File: config.mk
export PLATFORM = sky130hd
export DESIGN_NAME = buyruk_sirala_flat
export DESIGN_NICKNAME = d
export VERILOG_FILES = /design/src/rtl/bibp_pkg.sv /design/src/rtl/buyruk_sirala_if.sv /design/src/rtl/buyruk_bellek.sv /design/src/rtl/buyruk_sirala.sv /design/src/flat_wrapper.sv
export SDC_FILE = /design/constraint.sdc
export NUM_CORES = 1
export LEC_CHECK = 0
export ABC_AREA = 1
export CAP_MARGIN = 25
export CORE_MARGIN = 2
export CORE_UTILIZATION = 35
export CTS_CLUSTER_DIAMETER = 200
export DETAILED_ROUTE_END_ITERATION = 10
export RECOVER_POWER = 50
export SLEW_MARGIN = 30
export SYNTH_ARGS = -nofsm -noshare
export SYNTH_HDL_FRONTEND = slang
export SYNTH_SLANG_ARGS = --single-unit
File: constraint.sdc
create_clock -name clk -period 1.88 [get_ports clk]
set_input_delay 0.188 -clock clk [delete_from_list [all_inputs] [get_ports clk]]
set_output_delay 0.188 -clock clk [all_outputs]
set_load 0.02 [all_outputs]
File: src/rtl/bibp_pkg.sv
// Shared definitions for the bibp instruction issuer: opcodes, FSM states, field helpers.
package bibp_pkg;

  localparam logic [2:0] OP_TOPLA = 3'b000;
  localparam logic [2:0] OP_CIKAR = 3'b001;
  localparam logic [2:0] OP_VE    = 3'b010;
  localparam logic [2:0] OP_VEYA  = 3'b011;
  localparam logic [2:0] OP_XOR   = 3'b100;

  typedef enum logic [2:0] {
    StBosta,
    StGonder,
    StYakala,
    StCikis,
    StBitti
  } durum_e;

  // Field helpers take the word zero-extended to 32 bits plus the operand width UZUNLUK.
  function automatic logic [2:0] op_al(input logic [31:0] w, input int unsigned uz);
    return w[uz +: 3];
  endfunction

  function automatic logic [31:0] v1_al(input logic [31:0] w, input int unsigned uz);
    return (w >> (uz / 2)) & ((32'd1 << (uz / 2)) - 32'd1);
  endfunction

  function automatic logic [31:0] v2_al(input logic [31:0] w, input int unsigned uz);
    return w & ((32'd1 << (uz / 2)) - 32'd1);
  endfunction

  function automatic logic gecersiz_op(input logic [2:0] op);
    return op > OP_XOR;
  endfunction

endpackage

File: src/rtl/buyruk_sirala_if.sv
// ALU link (buyruk/sonuc) and result stream (cikis_*) of the instruction issuer.
interface buyruk_sirala_if #(
  parameter int unsigned UZUNLUK  = 8,
  parameter int unsigned DERINLIK = 16
);
  localparam int unsigned AW = $clog2(DERINLIK);

  logic [UZUNLUK+2:0] buyruk;
  logic [UZUNLUK:0]   sonuc;
  logic               cikis_gecerli;
  logic               cikis_hazir;
  logic [UZUNLUK:0]   cikis_sonuc;
  logic [AW-1:0]      cikis_adres;

  // Issuer side: drives the ALU and produces the result stream.
  modport master (
    output buyruk,
    input  sonuc,
    output cikis_gecerli,
    input  cikis_hazir,
    output cikis_sonuc,
    output cikis_adres
  );

  // ALU / consumer side.
  modport slave (
    input  buyruk,
    output sonuc,
    input  cikis_gecerli,
    output cikis_hazir,
    input  cikis_sonuc,
    input  cikis_adres
  );
endinterface

File: src/rtl/buyruk_bellek.sv
// Program RAM: one synchronous write port, one asynchronous read port, not reset.
module buyruk_bellek #(
  parameter int unsigned Genislik = 11,
  parameter int unsigned Derinlik = 16,
  localparam int unsigned AdresW  = $clog2(Derinlik)
) (
  input  logic                clk_i,
  input  logic                yaz_en_i,
  input  logic [AdresW-1:0]   yaz_adres_i,
  input  logic [Genislik-1:0] yaz_veri_i,
  input  logic [AdresW-1:0]   oku_adres_i,
  output logic [Genislik-1:0] oku_veri_o
);

  logic [Genislik-1:0] mem_q [Derinlik];

  // Store the loader's word on the write strobe.
  always_ff @(posedge clk_i) begin
    if (yaz_en_i) begin
      mem_q[yaz_adres_i] <= yaz_veri_i;
    end
  end

  assign oku_veri_o = mem_q[oku_adres_i];

endmodule

File: src/rtl/buyruk_sirala.sv
// Instruction issuer: runs a stored program through the combinational ALU and streams results.
// Optional feature macro BUYRUK_HATA_SAYAC_EN: skip and count illegal opcodes (hata_sayisi).
module buyruk_sirala
  import bibp_pkg::*;
#(
  parameter int unsigned UZUNLUK     = 8,
  parameter int unsigned DERINLIK    = 16,
  parameter int unsigned ALU_GECIKME = 1,
  localparam int unsigned AW         = $clog2(DERINLIK)
) (
  input  logic               clk,
  input  logic               rst_n,
  input  logic               yaz_en,
  input  logic [AW-1:0]      yaz_adres,
  input  logic [UZUNLUK+2:0] yaz_veri,
  input  logic               basla,
  input  logic [AW:0]        program_boyu,
  buyruk_sirala_if.master    bus,
  output logic               mesgul,
`ifdef BUYRUK_HATA_SAYAC_EN
  output logic [AW:0]        hata_sayisi,
`endif
  output logic               bitti
);

  localparam int unsigned W  = UZUNLUK + 3;
  localparam int unsigned RW = UZUNLUK + 1;
  localparam int unsigned CW = (ALU_GECIKME > 1) ? $clog2(ALU_GECIKME) : 1;
  localparam logic [CW-1:0] BekleSon = CW'(ALU_GECIKME - 1);
  localparam logic [AW:0]   Derinlik = (AW + 1)'(DERINLIK);

  durum_e          durum_q, durum_d;
  logic [AW:0]     pc_q, pc_d;
  logic [AW:0]     n_q, n_d;
  logic [CW-1:0]   bekle_q, bekle_d;
  logic [W-1:0]    buyruk_q, buyruk_d;
  logic [RW-1:0]   cikis_sonuc_q, cikis_sonuc_d;
  logic [AW-1:0]   cikis_adres_q, cikis_adres_d;
  logic            cikis_gecerli_q, cikis_gecerli_d;
  logic            mesgul_q, mesgul_d;
  logic            bitti_q, bitti_d;
`ifdef BUYRUK_HATA_SAYAC_EN
  logic [AW:0]     hata_q, hata_d;
  logic            gecersiz_q, gecersiz_d;
  logic            getir_gecersiz;
`endif

  logic [AW:0]     pc_art;
  logic [AW:0]     n_yeni;
  logic [AW-1:0]   oku_adres;
  logic [W-1:0]    oku_veri;
  logic [W-1:0]    getir;
  logic [W-1:0]    getir_buyruk;
  logic            yaz_izin;
  logic            ilerle;

  assign yaz_izin = yaz_en & ~mesgul_q;
  assign pc_art   = pc_q + 1'b1;
  assign n_yeni   = (program_boyu > Derinlik) ? Derinlik : program_boyu;
  // From idle the first fetch is address 0; afterwards it is always the next PC.
  assign oku_adres = (durum_q == StBosta) ? '0 : pc_art[AW-1:0];
  // A write landing in the same cycle as the fetch must be seen by that fetch.
  assign getir = (yaz_izin && (yaz_adres == oku_adres)) ? yaz_veri : oku_veri;

`ifdef BUYRUK_HATA_SAYAC_EN
  assign getir_gecersiz = gecersiz_op(op_al(32'(getir), UZUNLUK));
  assign getir_buyruk   = getir_gecersiz ? '0 : getir;
`else
  assign getir_buyruk   = getir;
`endif

  buyruk_bellek #(
    .Genislik (W),
    .Derinlik (DERINLIK)
  ) u_bellek (
    .clk_i       (clk),
    .yaz_en_i    (yaz_izin),
    .yaz_adres_i (yaz_adres),
    .yaz_veri_i  (yaz_veri),
    .oku_adres_i (oku_adres),
    .oku_veri_o  (oku_veri)
  );

  // Next-state and registered-output logic of the issue sequencer.
  always_comb begin
    durum_d         = durum_q;
    pc_d            = pc_q;
    n_d             = n_q;
    bekle_d         = bekle_q;
    buyruk_d        = buyruk_q;
    cikis_sonuc_d   = cikis_sonuc_q;
    cikis_adres_d   = cikis_adres_q;
    cikis_gecerli_d = cikis_gecerli_q;
    mesgul_d        = mesgul_q;
    bitti_d         = 1'b0;
    ilerle          = 1'b0;
`ifdef BUYRUK_HATA_SAYAC_EN
    hata_d          = hata_q;
    gecersiz_d      = gecersiz_q;
`endif

    unique case (durum_q)
      StBosta: begin
        if (basla) begin
`ifdef BUYRUK_HATA_SAYAC_EN
          hata_d = '0;
`endif
          if (n_yeni == '0) begin
            durum_d = StBitti;
            bitti_d = 1'b1;
          end else begin
            durum_d  = StGonder;
            pc_d     = '0;
            n_d      = n_yeni;
            mesgul_d = 1'b1;
            bekle_d  = '0;
            buyruk_d = getir_buyruk;
`ifdef BUYRUK_HATA_SAYAC_EN
            gecersiz_d = getir_gecersiz;
`endif
          end
        end
      end
      StGonder: begin
`ifdef BUYRUK_HATA_SAYAC_EN
        if (gecersiz_q) begin
          // Suppressed word: no result, count it and move on as after a handshake.
          hata_d = hata_q + 1'b1;
          ilerle = 1'b1;
        end else
`endif
        if (bekle_q == BekleSon) begin
          durum_d = StYakala;
        end else begin
          bekle_d = bekle_q + 1'b1;
        end
      end
      StYakala: begin
        cikis_sonuc_d   = bus.sonuc;
        cikis_adres_d   = pc_q[AW-1:0];
        cikis_gecerli_d = 1'b1;
        durum_d         = StCikis;
      end
      StCikis: begin
        if (cikis_gecerli_q && bus.cikis_hazir) begin
          cikis_gecerli_d = 1'b0;
          ilerle          = 1'b1;
        end
      end
      StBitti: begin
        durum_d = StBosta;
      end
      default: begin
        durum_d = StBosta;
      end
    endcase

    if (ilerle) begin
      pc_d = pc_art;
      if (pc_art == n_q) begin
        durum_d  = StBitti;
        bitti_d  = 1'b1;
        mesgul_d = 1'b0;
        buyruk_d = '0;
      end else begin
        durum_d  = StGonder;
        bekle_d  = '0;
        buyruk_d = getir_buyruk;
`ifdef BUYRUK_HATA_SAYAC_EN
        gecersiz_d = getir_gecersiz;
`endif
      end
    end
  end

  // All sequencer state and outputs; reset aborts a run without a bitti pulse.
  always_ff @(posedge clk or negedge rst_n) begin
    if (!rst_n) begin
      durum_q         <= StBosta;
      pc_q            <= '0;
      n_q             <= '0;
      bekle_q         <= '0;
      buyruk_q        <= '0;
      cikis_sonuc_q   <= '0;
      cikis_adres_q   <= '0;
      cikis_gecerli_q <= 1'b0;
      mesgul_q        <= 1'b0;
      bitti_q         <= 1'b0;
`ifdef BUYRUK_HATA_SAYAC_EN
      hata_q          <= '0;
      gecersiz_q      <= 1'b0;
`endif
    end else begin
      durum_q         <= durum_d;
      pc_q            <= pc_d;
      n_q             <= n_d;
      bekle_q         <= bekle_d;
      buyruk_q        <= buyruk_d;
      cikis_sonuc_q   <= cikis_sonuc_d;
      cikis_adres_q   <= cikis_adres_d;
      cikis_gecerli_q <= cikis_gecerli_d;
      mesgul_q        <= mesgul_d;
      bitti_q         <= bitti_d;
`ifdef BUYRUK_HATA_SAYAC_EN
      hata_q          <= hata_d;
      gecersiz_q      <= gecersiz_d;
`endif
    end
  end

  assign bus.buyruk        = buyruk_q;
  assign bus.cikis_sonuc   = cikis_sonuc_q;
  assign bus.cikis_adres   = cikis_adres_q;
  assign bus.cikis_gecerli = cikis_gecerli_q;
  assign mesgul            = mesgul_q;
  assign bitti             = bitti_q;
`ifdef BUYRUK_HATA_SAYAC_EN
  assign hata_sayisi       = hata_q;
`endif

endmodule

File: src/flat_wrapper.sv
// flat-port wrapper written by rule: the top's interface ports become plain ports
module buyruk_sirala_flat import bibp_pkg::*;
#(
  parameter int unsigned UZUNLUK     = 8,
  parameter int unsigned DERINLIK    = 16,
  parameter int unsigned ALU_GECIKME = 1,
  localparam int unsigned AW         = $clog2(DERINLIK)
)
  (clk, rst_n, yaz_en, yaz_adres, yaz_veri, basla, program_boyu, mesgul, bitti, bus_buyruk, bus_sonuc, bus_cikis_gecerli, bus_cikis_hazir, bus_cikis_sonuc, bus_cikis_adres);
  buyruk_sirala_if #(.UZUNLUK(UZUNLUK), .DERINLIK(DERINLIK)) bus_i ();
  input  logic clk;
  input  logic rst_n;
  input  logic yaz_en;
  input  logic [AW-1:0] yaz_adres;
  input  logic [UZUNLUK+2:0] yaz_veri;
  input  logic basla;
  input  logic [AW:0] program_boyu;
  output logic mesgul;
  output logic bitti;
  output wire logic [$bits(bus_i.buyruk)-1:0] bus_buyruk;
  input wire logic [$bits(bus_i.sonuc)-1:0] bus_sonuc;
  output wire logic [$bits(bus_i.cikis_gecerli)-1:0] bus_cikis_gecerli;
  input wire logic [$bits(bus_i.cikis_hazir)-1:0] bus_cikis_hazir;
  output wire logic [$bits(bus_i.cikis_sonuc)-1:0] bus_cikis_sonuc;
  output wire logic [$bits(bus_i.cikis_adres)-1:0] bus_cikis_adres;
  assign bus_buyruk = bus_i.buyruk;
  assign bus_i.sonuc = bus_sonuc;
  assign bus_cikis_gecerli = bus_i.cikis_gecerli;
  assign bus_i.cikis_hazir = bus_cikis_hazir;
  assign bus_cikis_sonuc = bus_i.cikis_sonuc;
  assign bus_cikis_adres = bus_i.cikis_adres;
  buyruk_sirala #(.UZUNLUK(UZUNLUK), .DERINLIK(DERINLIK), .ALU_GECIKME(ALU_GECIKME)) u_core (.clk(clk), .rst_n(rst_n), .yaz_en(yaz_en), .yaz_adres(yaz_adres), .yaz_veri(yaz_veri), .basla(basla), .program_boyu(program_boyu), .bus(bus_i), .mesgul(mesgul), .bitti(bitti));
endmodule
After elaboration in Yosys (flattened, before gate mapping)
Memory sizes are Yosys's and may differ from the RTL's. Index checks and enable logic that the tools add are counted.

Register bits after elaboration: 41. Memory bits (writable): 176. Input port bits: 34. Output and inout port bits: 27. Word-level logic and storage cells: 78. Memories kept: 1.

Add/sub/neg operators: 2. $lt $le $gt $ge: 1. Eq/ne operators: 10. Muxes and demuxes: 40. Bitwise gates (word level): 3. Reduce and logical (&&, ||, !) cells: 11.

Memory list: u_core.u_bellek.mem_q (depth 16, bits a word 11, rd ports 1, clocked after memory_dff 0, write ports 1, RTL line buyruk_bellek.sv:15) `logic [Genislik-1:0] mem_q [Derinlik];`.

Operators with widths (count): 2-to-1 mux 11 bit (6); 2-to-1 mux 5 bit (5); 2-to-1 mux 1 bit (20); 2-to-1 mux 3 bit (5); one-hot mux 3 bit (4 select lines) (1); AND reduction 3 bit (3); == test 3 x 2 -> 1 bit, second input constant (2); inequality test 2 x 1 -> 1 bit, second input constant (3); nonzero test 2 bit (3); adder 5 x 1 -> 5 bit, second input constant (1); == test 5 bit (1); > comparator 5 bit, second input constant (1); logical NOT 5 bit (1); == test 4 bit (1); 2-to-1 mux 4 bit (1); one-hot mux 1 bit (2 select lines) (2); == test 3 x 1 -> 1 bit, second input constant (1); logical NOT 3 bit (1); inequality test 3 x 2 -> 1 bit, second input constant (1); inequality test 3 bit, second input constant (1); logical AND 1 bit (2); inverter 1 bit (2); AND reduction 2 bit (1); adder 1 bit, second input constant (1); bitwise AND 1 bit (1).

Longest topological paths before layout
Gate-level depths: netlist of run 1.

Word-level depth: 9. Mapped depth: 14.

Cells and area by module
Synthesis of run 1 repeated with hierarchy kept, for this count alone.

Cells, all modules: 1004. Area, all modules: 9795.6 sq um.

Modules (own cells, without submodules): buyruk_bellek (instances 1, cells each 736, area each 7628.6 sq um, seq. area each 5285.1 sq um); buyruk_sirala (instances 1, cells each 268, area each 2167.1 sq um, seq. area each 1026.0 sq um).

Least setup slack after synthesis of run 1
OpenSTA, ideal clock, no wires.

Path kind: reg-to-reg. Start point: register u_core.pc_q[0]. End point: register u_core.buyruk_q[0], in the netlist u_core.bus.buyruk[0]. Arrival: 1.691 ns. Data required time: 1.764 ns. Setup slack: 0.073 ns. Stages on the path, launching flop included: 14. Buffers on the path: 1. Period minus slack after synthesis: 1.807 ns. Path through: dfrtp_1 > ha_1 > inv_1 > nand2_1 > nand2_1 > nor2_1 > nand3_1 > nor2_1 > nand3_2 > nand2_2 > buf_6 > nor2_1 > nand2_1 > nand2_1.

Cells in the longest elaborated chain, start to end: 9.

RTL lines: start, declared (RTL line buyruk_sirala.sv:33) `logic [AW:0] pc_q, pc_d;`; start signal, assigned (RTL line buyruk_sirala.sv:195) `pc_q <= pc_d;`; adder 5 x 1 -> 5 bit * (RTL line buyruk_sirala.sv:58) `assign pc_art = pc_q + 1'b1;`; branches (longest 7 deep; another with memory (16 x 11 bit)); 2-to-1 mux 11 bit * (RTL line buyruk_sirala.sv:158) `if (ilerle) begin`; end signal, assigned (RTL line buyruk_sirala.sv:198) `buyruk_q <= buyruk_d;`; end, declared (RTL line buyruk_sirala.sv:36) `logic [W-1:0] buyruk_q, buyruk_d;`.

Every way passes the cells marked *. The select of a mux whose other input is x is not followed. A chain may end at the register's enable or synchronous reset.

Worst setup path in the final report of run 1
Start point: register u_core.pc_q[1]. End point: register u_core.buyruk_q[7], in the netlist u_core.bus.buyruk[7].

Same word-level chain as after synthesis.

==> impl_table.tex, run 1 <==
\begin{tabular}{lr}
\hline
Metric & Value \\
\hline
\multicolumn{2}{l}{\textbf{Placed design}} \\
Quantity of I/O buffers inserted on ports & 60 \\
Post-detail-place hpwl & 16600 um \\
Placer's final routability congestion estimate & 0.852 \\
Post-Place Worst Slack & -0.0922 ns \\
\multicolumn{2}{l}{\textbf{Run status}} \\
Result of the run & finished clean \\
\multicolumn{2}{l}{\textbf{Power}} \\
Switching fraction of total power & 37.1\% \\
Gate power share & 41.5\% \\
Clock network power share & 24.8\% \\
Maximum VDD drop & 715 uV \\
Net Sw Power & 0.00643 W \\
Power density of the placed cells & 1400 nW/um\^{}2 \\
Total design power & 0.0173 W \\
Total leakage power & 5.22 nW \\
Reg power frac & 33.7\% \\
Internal cell power & 0.0109 W \\
\multicolumn{2}{l}{\textbf{Clock tree}} \\
H-tree depth & 1 \\
CTS buffer count & 24 \\
CTS max path bufs & 3 \\
TritonCTS clock tree & done \\
Clock network latency to the later pin of the worst-skew pair & 0.52 ns \\
Clock root buffer master & sky130\_fd\_sc\_hd\_\_clkbuf\_16 \\
Clock slew at the register clock pins of the worst setup and hold paths & 0.06 ns \\
Number of sinks handled by clock tree synthesis & 217 \\
\multicolumn{2}{l}{\textbf{Floorplanning}} \\
Standard cell core area & 27100 sq um \\
Ports placed on the boundary & 61 \\
Die extent in x & 171 um \\
Area of the die & 29100 sq um \\
Site row count & 60 \\
Die Span Y & 171 um \\
Starting utilization of the core area & 35.8\% \\
\multicolumn{2}{l}{\textbf{Layout}} \\
Filler cells & 2556 \\
Layout cell share with drive strength beyond 1 & 16.1\% \\
Area overhead of the layout relative to synthesis & 27.6\% \\
Diodes inserted & 0 \\
Final net count & 1142 \\
\multicolumn{2}{l}{\textbf{Global route}} \\
Number of global-route vias before repair & 6819 \\
First-pass GRT wire length & 39000 um \\
Tot GR Track Use & 17.7\% \\
Maximum number of pins on one net before global-route repair & 58 \\
Antenna violations before repair & 0 \\
GRT Residual Overflow & 0 \\
\multicolumn{2}{l}{\textbf{Drt}} \\
Length of the first detailed-routing pass in iterations & 6 \\
Number of remaining DRC errors & 0 \\
Vias post-DR & 7315 \\
Total wirelength of the detailed-routed design & 26300 um \\
First-iteration detailed-routing DRC count & 778 \\
Post-DR vias/cell & 4.89 \\
Count of nets left with antenna violations after detail routing & 0 \\
Post-DR wirelength/cell & 17.6 um \\
\multicolumn{2}{l}{\textbf{Hold path}} \\
Worst hold path startpoint & program\_boyu[0] \\
Class of the most critical hold timing path & input port to flip-flop \\
WHS Endpoint & u\_core.n\_q[0] \\
Hold-critical path depth & 3 \\
\multicolumn{2}{l}{\textbf{Timing}} \\
Transition at the pin with the smallest max-transition slack & 1.21 ns \\
Final Hold Fails & 0 \\
Max-slew violation count & 0 \\
Unrepaired setup endpoints after global routing & true \\
Share of the clock period used by the worst path after layout & 98.7\% \\
Final setup fails & 0 \\
Time the final worst path needs with I/O delays and setup & 1.86 ns \\
Final Skew & 0.0106 ns \\
Maximum clock frequency & 539 MHz \\
Max-slew headroom & 19.3\% \\
Worst Setup Slack, final & 0.0248 ns \\
\multicolumn{2}{l}{\textbf{Synth}} \\
Number of distinct library cell variants in the gate-level netlist after synthesis & 28 \\
Leading register cell type out of synthesis & sky130\_fd\_sc\_hd\_\_edfxtp\_1 \\
Sequential-to-total area share from yosys stat & 65.0\% \\
Most frequent cell after synthesis & sky130\_fd\_sc\_hd\_\_nand2\_1 \\
Seq cells post-synth & 217 \\
Post-synthesis net count & 1009 \\
Share of the synthesized area in the top cell type & 54.4\% \\
Synth cell count leaders & sky130\_fd\_sc\_hd\_\_nand2\_1, sky130\_fd\_sc\_hd\_\_nand3\_1, sky130\_fd\_sc\_hd\_\_edfxtp\_1, sky130\_fd\_sc\_hd\_\_nor2\_1, sky130\_fd\_sc\_hd\_\_inv\_1 \\
Synth warn & 0 \\
Share of flip-flops with an asynchronous set or reset after synthesis & 18.9\% \\
Cell area after synthesis & 9720 sq um \\
Mean instance size in the synthesized netlist & 9.97 sq um \\
Post-synth EDFFs & 176 \\
Most area-hungry cell type in the Yosys netlist & sky130\_fd\_sc\_hd\_\_edfxtp\_1 \\
Cell count after synthesis & 974 \\
Dominant cells by area after synthesis & sky130\_fd\_sc\_hd\_\_edfxtp\_1, sky130\_fd\_sc\_hd\_\_dfrtp\_1, sky130\_fd\_sc\_hd\_\_nand3\_1 \\
\multicolumn{2}{l}{\textbf{Worst setup path}} \\
R2R cell count & 13 \\
Reg2Reg Launch Point & u\_core.pc\_q[1] \\
Kind of start point of the critical path & flip-flop \\
Startpoint-to-endpoint class of the critical path & flip-flop to flip-flop \\
Endpoint of the most critical register-to-register path & u\_core.bus.buyruk[7] \\
Peak fanout along the critical path & 7 \\
Element type at the critical path end & flip-flop \\
Required time reported for the critical path endpoint & 2.29 ns \\
Data arrival time at the worst-slack endpoint & 2.26 ns \\
Register-to-register setup slack & 0.02 ns \\
\multicolumn{2}{l}{\textbf{Job}} \\
Number of max-capacitance violations reported & 0 \\
\hline
\end{tabular}
## power groups by stage
| stage | clock network, W | registers (W) | logic, W |
|---|---|---|---|
| floorplan | 0 | 0.00617 | 0.00354 |
| global placement | 0 | 0.00590 | 0.00625 |
| detailed placement | 0 | 0.00591 | 0.00631 |
| CTS | 0.00439 | 0.00583 | 0.00657 |
| global route | 0.00458 | 0.00587 | 0.00786 |
| finish | 0.00431 | 0.00585 | 0.00719 |
## worst max path at each step
stage                            from              endpoint  cells past startpoint
global placement       u_core.pc_q[0]  u_core.bus.buyruk[1]                     10
detailed placement  u_core.durum_q[0]  u_core.bus.buyruk[6]                     13
floorplan              u_core.pc_q[0]  u_core.bus.buyruk[0]                     13
CTS                 u_core.durum_q[1]  u_core.bus.buyruk[1]                     11
global route           u_core.pc_q[1]  u_core.bus.buyruk[1]                     12
finish                 u_core.pc_q[1]  u_core.bus.buyruk[7]                     13
## layout make-up
cell class              instances  area (sq um)  area share, %
well taps                     372           465           3.75
repair buffers                151          1520           12.3
clock buffers                  26           629           5.07
repair inverters                2          15.0          0.121
clock inverters                16          88.8          0.716
inverters                     109           419           3.38
multi-input cells             602          2950           23.8
flip-flops and latches        217          6310           50.9
## layer usage
layer | GRT usage, % | part of all wire [%] | vias to the layer above
li1 | - | - | 3508
met1 | 25.3 | 44 | 3486
met2 | 28.2 | 46 | 282
met3 | 2.57 | 8.1 | 39
met4 | 4.50 | 2.0 | 0
met5 | 0 | 0 | -
## per-stage QoR
stage	instance area, sq um	std cells	TNS, ns	hold slack [ns]	util (%)
2_1_floorplan	9720	974	0	-0.108	-
3_5_place_dp	11300	1437	-0.694	0.188	41.8
3_3_place_gp	11300	1437	-0.357	0.182	41.8
5_1_grt	12400	1495	-0.643	0.283	45.8
4_1_cts	12200	1483	0	0.185	44.8
6_report	12400	1495	0	0.278	45.8
## layout by cell type (no fill, tap or decap), types with 2 or more instances in the layout
master                              n
sky130_fd_sc_hd__a21oi_1            4
sky130_fd_sc_hd__buf_12            13
sky130_fd_sc_hd__dlygate4sd3_1     11
sky130_fd_sc_hd__inv_2              5
sky130_fd_sc_hd__inv_1            101
sky130_fd_sc_hd__nand2_4            8
sky130_fd_sc_hd__clkinv_1           2
sky130_fd_sc_hd__nand4_1            2
sky130_fd_sc_hd__nor2_2             4
sky130_fd_sc_hd__o22ai_1            6
sky130_fd_sc_hd__nor2_1           120
sky130_fd_sc_hd__mux2_2             9
sky130_fd_sc_hd__clkinv_2          10
sky130_fd_sc_hd__nand3_1          173
sky130_fd_sc_hd__buf_6              7
sky130_fd_sc_hd__dfrtp_1           40
sky130_fd_sc_hd__nand3b_1          29
sky130_fd_sc_hd__clkinvlp_4         7
sky130_fd_sc_hd__clkbuf_1          15
sky130_fd_sc_hd__nand2_1          202
sky130_fd_sc_hd__nand3_2            8
sky130_fd_sc_hd__nand2_2           17
sky130_fd_sc_hd__clkbuf_16         28
sky130_fd_sc_hd__o21ai_0            8
sky130_fd_sc_hd__clkdlybuf4s50_1   49
sky130_fd_sc_hd__nor2_4             5
sky130_fd_sc_hd__buf_4             50
sky130_fd_sc_hd__edfxtp_1         176
## sequential cells by signal, indices dropped and copies added, names as in the netlist
| register | cells |
|---|---|
| u_core.u_bellek.mem_q | 176 |
| u_core.bus.buyruk | 11 |
| u_core.bus.cikis_sonuc | 9 |
| u_core.n_q | 5 |
| u_core.pc_q | 5 |
| u_core.bus.cikis_adres | 4 |
| u_core.durum_q | 3 |
| u_core.bekle_q | 1 |
| u_core.bitti | 1 |
| u_core.bus.cikis_gecerli | 1 |
| u_core.mesgul | 1 |
## critical path, cell delays in order (launching register included)
cell and delay (ns):
sky130_fd_sc_hd__dfrtp_1 0.42, sky130_fd_sc_hd__ha_4 0.20, sky130_fd_sc_hd__nand2_4 0.06, sky130_fd_sc_hd__inv_2 0.04
sky130_fd_sc_hd__nor2_4 0.16, sky130_fd_sc_hd__buf_6 0.16, sky130_fd_sc_hd__buf_6 0.14, sky130_fd_sc_hd__nand3_1 0.09
sky130_fd_sc_hd__nand2_1 0.13, sky130_fd_sc_hd__nand2_1 0.06, sky130_fd_sc_hd__nand2_1 0.10, sky130_fd_sc_hd__nand3_1 0.08
sky130_fd_sc_hd__nand2_1 0.07, sky130_fd_sc_hd__nand2_1 0.04
## repair_timing
item | in CTS | in global routing
hold buffers | 1 | 0
gates cloned | 3 | 6
setup buffers | 0 | 6
hold endpoints to repair | 20 | 0
endpoints found under the setup margin | 11 | 12
gates resized for setup | 14 | 49
pin swaps | 2 | 23
## logic make-up (layout without fill, tap and decap cells)
logic type	after synthesis	count (layout)	synth area share [%]
simple gates	568	571	25.9
buf+inv	158	304	6.77
mux	9	9	1.04
flops	217	217	65.0
fa+ha+maj	1	1	0.129
compound gates	21	21	1.21
No activity file was read; power rests on OpenSTA's default activity.
==> inputs of run 2 (changes only) <==
GPL_ROUTABILITY_DRIVEN = 0   (was unset)
SYNTH_HIERARCHICAL = 1   (was unset)
==> impl_table.tex, run 2 <==
\begin{tabular}{lr}
\hline
Metric & Value \\
\hline
\multicolumn{2}{l}{\textbf{Layout}} \\
Most common cell after layout, fill and taps aside & sky130\_fd\_sc\_hd\_\_nand2\_1 \\
Diodes inserted & 0 \\
Cell area after layout & 13100 sq um \\
Filler cells & 2502 \\
Top reg by flops & u\_core/u\_bellek/mem\_q \\
Area overhead of the layout relative to synthesis & 33.2\% \\
Final net count & 1195 \\
Layout cell share with drive strength beyond 1 & 20.9\% \\
Top library cells by usage in the layout, fill and taps aside & sky130\_fd\_sc\_hd\_\_nand2\_1, sky130\_fd\_sc\_hd\_\_edfxtp\_1, sky130\_fd\_sc\_hd\_\_inv\_1 \\
Max FFs per register & 176 \\
\multicolumn{2}{l}{\textbf{Timing}} \\
Setup TNS & -0.322 ns \\
Final Hold Fails & 0 \\
Maximum clock frequency & 515 MHz \\
Max-slew violation count & 0 \\
Worst hold margin & 0.267 ns \\
Final setup fails & 10 \\
Unrepaired setup endpoints after global routing & true \\
Share of the clock period used by the worst path after layout & 103\% \\
Max-slew headroom & 27.8\% \\
Transition at the pin with the smallest max-transition slack & 1.08 ns \\
Worst Setup Slack, final & -0.0626 ns \\
Time the final worst path needs with I/O delays and setup & 1.94 ns \\
Final Skew & 0.0229 ns \\
\multicolumn{2}{l}{\textbf{Synth}} \\
Leading register cell type out of synthesis & sky130\_fd\_sc\_hd\_\_edfxtp\_1 \\
Post-synth EDFFs & 176 \\
Dominant cells by area after synthesis & sky130\_fd\_sc\_hd\_\_edfxtp\_1, sky130\_fd\_sc\_hd\_\_nand2\_1, sky130\_fd\_sc\_hd\_\_dfrtp\_1 \\
Seq cells post-synth & 217 \\
Number of distinct library cell variants in the gate-level netlist after synthesis & 27 \\
Cell area after synthesis & 9800 sq um \\
Synth cell count leaders & sky130\_fd\_sc\_hd\_\_nand2\_1, sky130\_fd\_sc\_hd\_\_edfxtp\_1, sky130\_fd\_sc\_hd\_\_inv\_1, sky130\_fd\_sc\_hd\_\_nand3\_1, sky130\_fd\_sc\_hd\_\_dfrtp\_1 \\
Cell count after synthesis & 1004 \\
Share of the synthesized area in the top cell type & 54.0\% \\
Mean instance size in the synthesized netlist & 9.76 sq um \\
Sequential-to-total area share from yosys stat & 64.4\% \\
Post-synthesis net count & 1039 \\
Most frequent cell after synthesis & sky130\_fd\_sc\_hd\_\_nand2\_1 \\
Synth warn & 6 \\
Share of flip-flops with an asynchronous set or reset after synthesis & 18.9\% \\
Most area-hungry cell type in the Yosys netlist & sky130\_fd\_sc\_hd\_\_edfxtp\_1 \\
\multicolumn{2}{l}{\textbf{Worst setup path}} \\
Register-to-register setup slack & -0.06 ns \\
Slowest CP cell & sky130\_fd\_sc\_hd\_\_dfrtp\_1 \\
Endpoint of the most critical register-to-register path & u\_core/bus.buyruk[5] \\
Peak fanout along the critical path & 6 \\
R2R cell count & 13 \\
Largest stage delay on the critical path & 0.41 ns \\
Required time reported for the critical path endpoint & 2.34 ns \\
Reg2Reg Launch Point & u\_core/pc\_q[0] \\
CP dominant cell by count & sky130\_fd\_sc\_hd\_\_nand2\_1 \\
Stages on worst setup path & 13 \\
Kind of start point of the critical path & flip-flop \\
Startpoint-to-endpoint class of the critical path & flip-flop to flip-flop \\
Dominant delay contributor by cell family on the critical path & simple AND/OR/NAND/NOR gates \\
Buffers \& Inverters on Critical Path & 3 \\
CP Cell Sequence & ha\_4, inv\_4, nor2\_4, buf\_12, clkbuf\_16, nand3\_2, nand3\_2, nand3\_2, nand2\_1, nand2\_1, nand2\_1, nand2\_1, nand2\_1 \\
Data arrival time at the worst-slack endpoint & 2.41 ns \\
Element type at the critical path end & flip-flop \\
\multicolumn{2}{l}{\textbf{Global route}} \\
First-pass GRT wire length & 39200 um \\
Number of global-route vias before repair & 7033 \\
GRT Residual Overflow & 0 \\
Antenna violations before repair & 0 \\
Tot GR Track Use & 17.4\% \\
Maximum number of pins on one net before global-route repair & 42 \\
\multicolumn{2}{l}{\textbf{Hold path}} \\
WHS Endpoint & u\_core/n\_q[1] \\
Hold-critical path depth & 3 \\
Class of the most critical hold timing path & input port to flip-flop \\
Worst hold path startpoint & program\_boyu[1] \\
\multicolumn{2}{l}{\textbf{Power}} \\
Total leakage power & 5.70 nW \\
Power density of the placed cells & 1500 nW/um\^{}2 \\
Gate power share & 47.2\% \\
Maximum VDD drop & 889 uV \\
Net Sw Power & 0.00721 W \\
Switching fraction of total power & 36.8\% \\
Clock network power share & 23.1\% \\
Reg power frac & 29.8\% \\
Internal cell power & 0.0124 W \\
\multicolumn{2}{l}{\textbf{Floorplanning}} \\
Site row count & 61 \\
Die extent in x & 171 um \\
Die Span Y & 171 um \\
Area of the die & 29300 sq um \\
Standard cell core area & 27700 sq um \\
Ports placed on the boundary & 61 \\
Starting utilization of the core area & 35.4\% \\
\multicolumn{2}{l}{\textbf{Clock tree}} \\
TritonCTS clock tree & done \\
Clock slew at the register clock pins of the worst setup and hold paths & 0.06 ns \\
Clock network latency to the later pin of the worst-skew pair & 0.53 ns \\
CTS buffer count & 23 \\
CTS max path bufs & 3 \\
Number of sinks handled by clock tree synthesis & 217 \\
H-tree depth & 1 \\
Clock root buffer master & sky130\_fd\_sc\_hd\_\_clkbuf\_16 \\
\multicolumn{2}{l}{\textbf{Drt}} \\
Number of remaining DRC errors & 0 \\
Length of the first detailed-routing pass in iterations & 5 \\
Vias post-DR & 7342 \\
Count of nets left with antenna violations after detail routing & 0 \\
Post-DR wirelength/cell & 16.8 um \\
First-iteration detailed-routing DRC count & 561 \\
Post-DR vias/cell & 4.72 \\
Total wirelength of the detailed-routed design & 26200 um \\
\multicolumn{2}{l}{\textbf{Run status}} \\
Failing checks & negative setup slack \\
Result of the run & complete, but fails checks \\
\multicolumn{2}{l}{\textbf{Placed design}} \\
Post-detail-place hpwl & 17300 um \\
Placement-stage cell area & 11600 sq um \\
Quantity of I/O buffers inserted on ports & 60 \\
\multicolumn{2}{l}{\textbf{Job}} \\
Number of max-capacitance violations reported & 0 \\
\hline
\end{tabular}
-- run 2: changes by cell type in the layout (fill, tap and decap cells not counted), moves of 6 or more --
cell	before	now
sky130_fd_sc_hd__buf_12	13	25
sky130_fd_sc_hd__buf_4	50	58
sky130_fd_sc_hd__nand3_1	173	81
sky130_fd_sc_hd__nand3b_1	29	2
sky130_fd_sc_hd__nand3_4	1	7
sky130_fd_sc_hd__nand2_4	8	1
sky130_fd_sc_hd__nand2_2	17	9
sky130_fd_sc_hd__inv_1	101	163
sky130_fd_sc_hd__clkinv_2	10	4
sky130_fd_sc_hd__nand4_1	2	16
sky130_fd_sc_hd__clkbuf_1	15	22
sky130_fd_sc_hd__nand3_2	8	64
sky130_fd_sc_hd__nand2_1	202	326
sky130_fd_sc_hd__nor2_1	120	22
-- run 2: worst reg2reg max path, delay by kind of cell, from the launching register on --
family                     cells  cell delay, ns
DFF                            1            0.41
adders and majority gates      1            0.29
buffers and inverters          3            0.41
and+or+nand+nor                9            0.81
-- run 2: power groups by stage --
stage          Clock, W  Combinational (W)  Sequential [W]
2_1_floorplan         0            0.00409         0.00614
3_3_place_gp          0            0.00738         0.00591
3_5_place_dp          0            0.00741         0.00593
4_1_cts         0.00460            0.00812         0.00583
5_1_grt         0.00476            0.00999         0.00586
6_report        0.00452            0.00922         0.00582
-- run 2: final cells by class --
class / count / area (sq um) / area share [%]
clock buffers: 30 / 602 / 4.61
clock inverters: 11 / 149 / 1.14
inverters: 175 / 674 / 5.17
multi-input cells: 569 / 3000 / 23.0
flip-flops and latches: 217 / 6310 / 48.4
well taps: 378 / 473 / 3.62
repair buffers: 174 / 1850 / 14.1
-- run 2: how the worst max path moves through the flow --
stage | startpoint | to
4_1_cts | u_core/durum_q[1] | u_core/bus.buyruk[9]
3_3_place_gp | u_core/pc_q[0] | u_core/bus.buyruk[9]
2_1_floorplan | u_core/pc_q[0] | u_core/bus.buyruk[4]
3_5_place_dp | u_core/pc_q[0] | u_core/bus.buyruk[9]
5_1_grt | u_core/pc_q[1] | u_core/bus.buyruk[7]
6_report | u_core/pc_q[0] | u_core/bus.buyruk[5]
-- run 2: what timing repair did --
item	in CTS	in global routing
hold endpoints to repair	41	0
resized for setup	46	64
hold buffers	1	0
pin swaps	18	42
gates cloned	1	8
endpoints found under the setup margin	11	11
setup buffers	9	2
-- run 2: metal layers --
layer | routed length [um] | up-vias | part of all wire [%] | track usage, %
met5 | 0 | - | 0 | 0
met4 | 869 | 0 | 3.3 | 5.60
met3 | 1190 | 52 | 4.6 | 1.73
met2 | 13100 | 191 | 50 | 30.0
met1 | 11000 | 3544 | 42 | 23.1
li1 | - | 3555 | - | -
-- run 2: kinds of logic (layout without fill, tap and decap cells) --
kind of cell	Yosys count	after routing	share of synthesized area, %
AO/OA/AOI/OAI	20	20	1.21
AND/OR/NAND/NOR	539	539	23.8
buffers and inverters	218	390	9.40
multiplexers	9	9	1.03
adder cells (fa/ha/maj)	1	1	0.128
flip-flops	217	217	64.4
-- run 2: through the flow --
| stage | utilization, % | instances | setup slack [ns] | power [W] |
|---|---|---|---|---|
| after floorplan | - | 1004 | 0.0100 | 0.0102 |
| after global placement | 41.9 | 1494 | -0.164 | 0.0133 |
| after detailed placement | 41.9 | 1494 | -0.195 | 0.0133 |
| after CTS | 45.7 | 1546 | -0.00309 | 0.0185 |
| after global routing | 47.1 | 1554 | -0.183 | 0.0206 |
| final | 47.1 | 1554 | -0.0626 | 0.0196 |
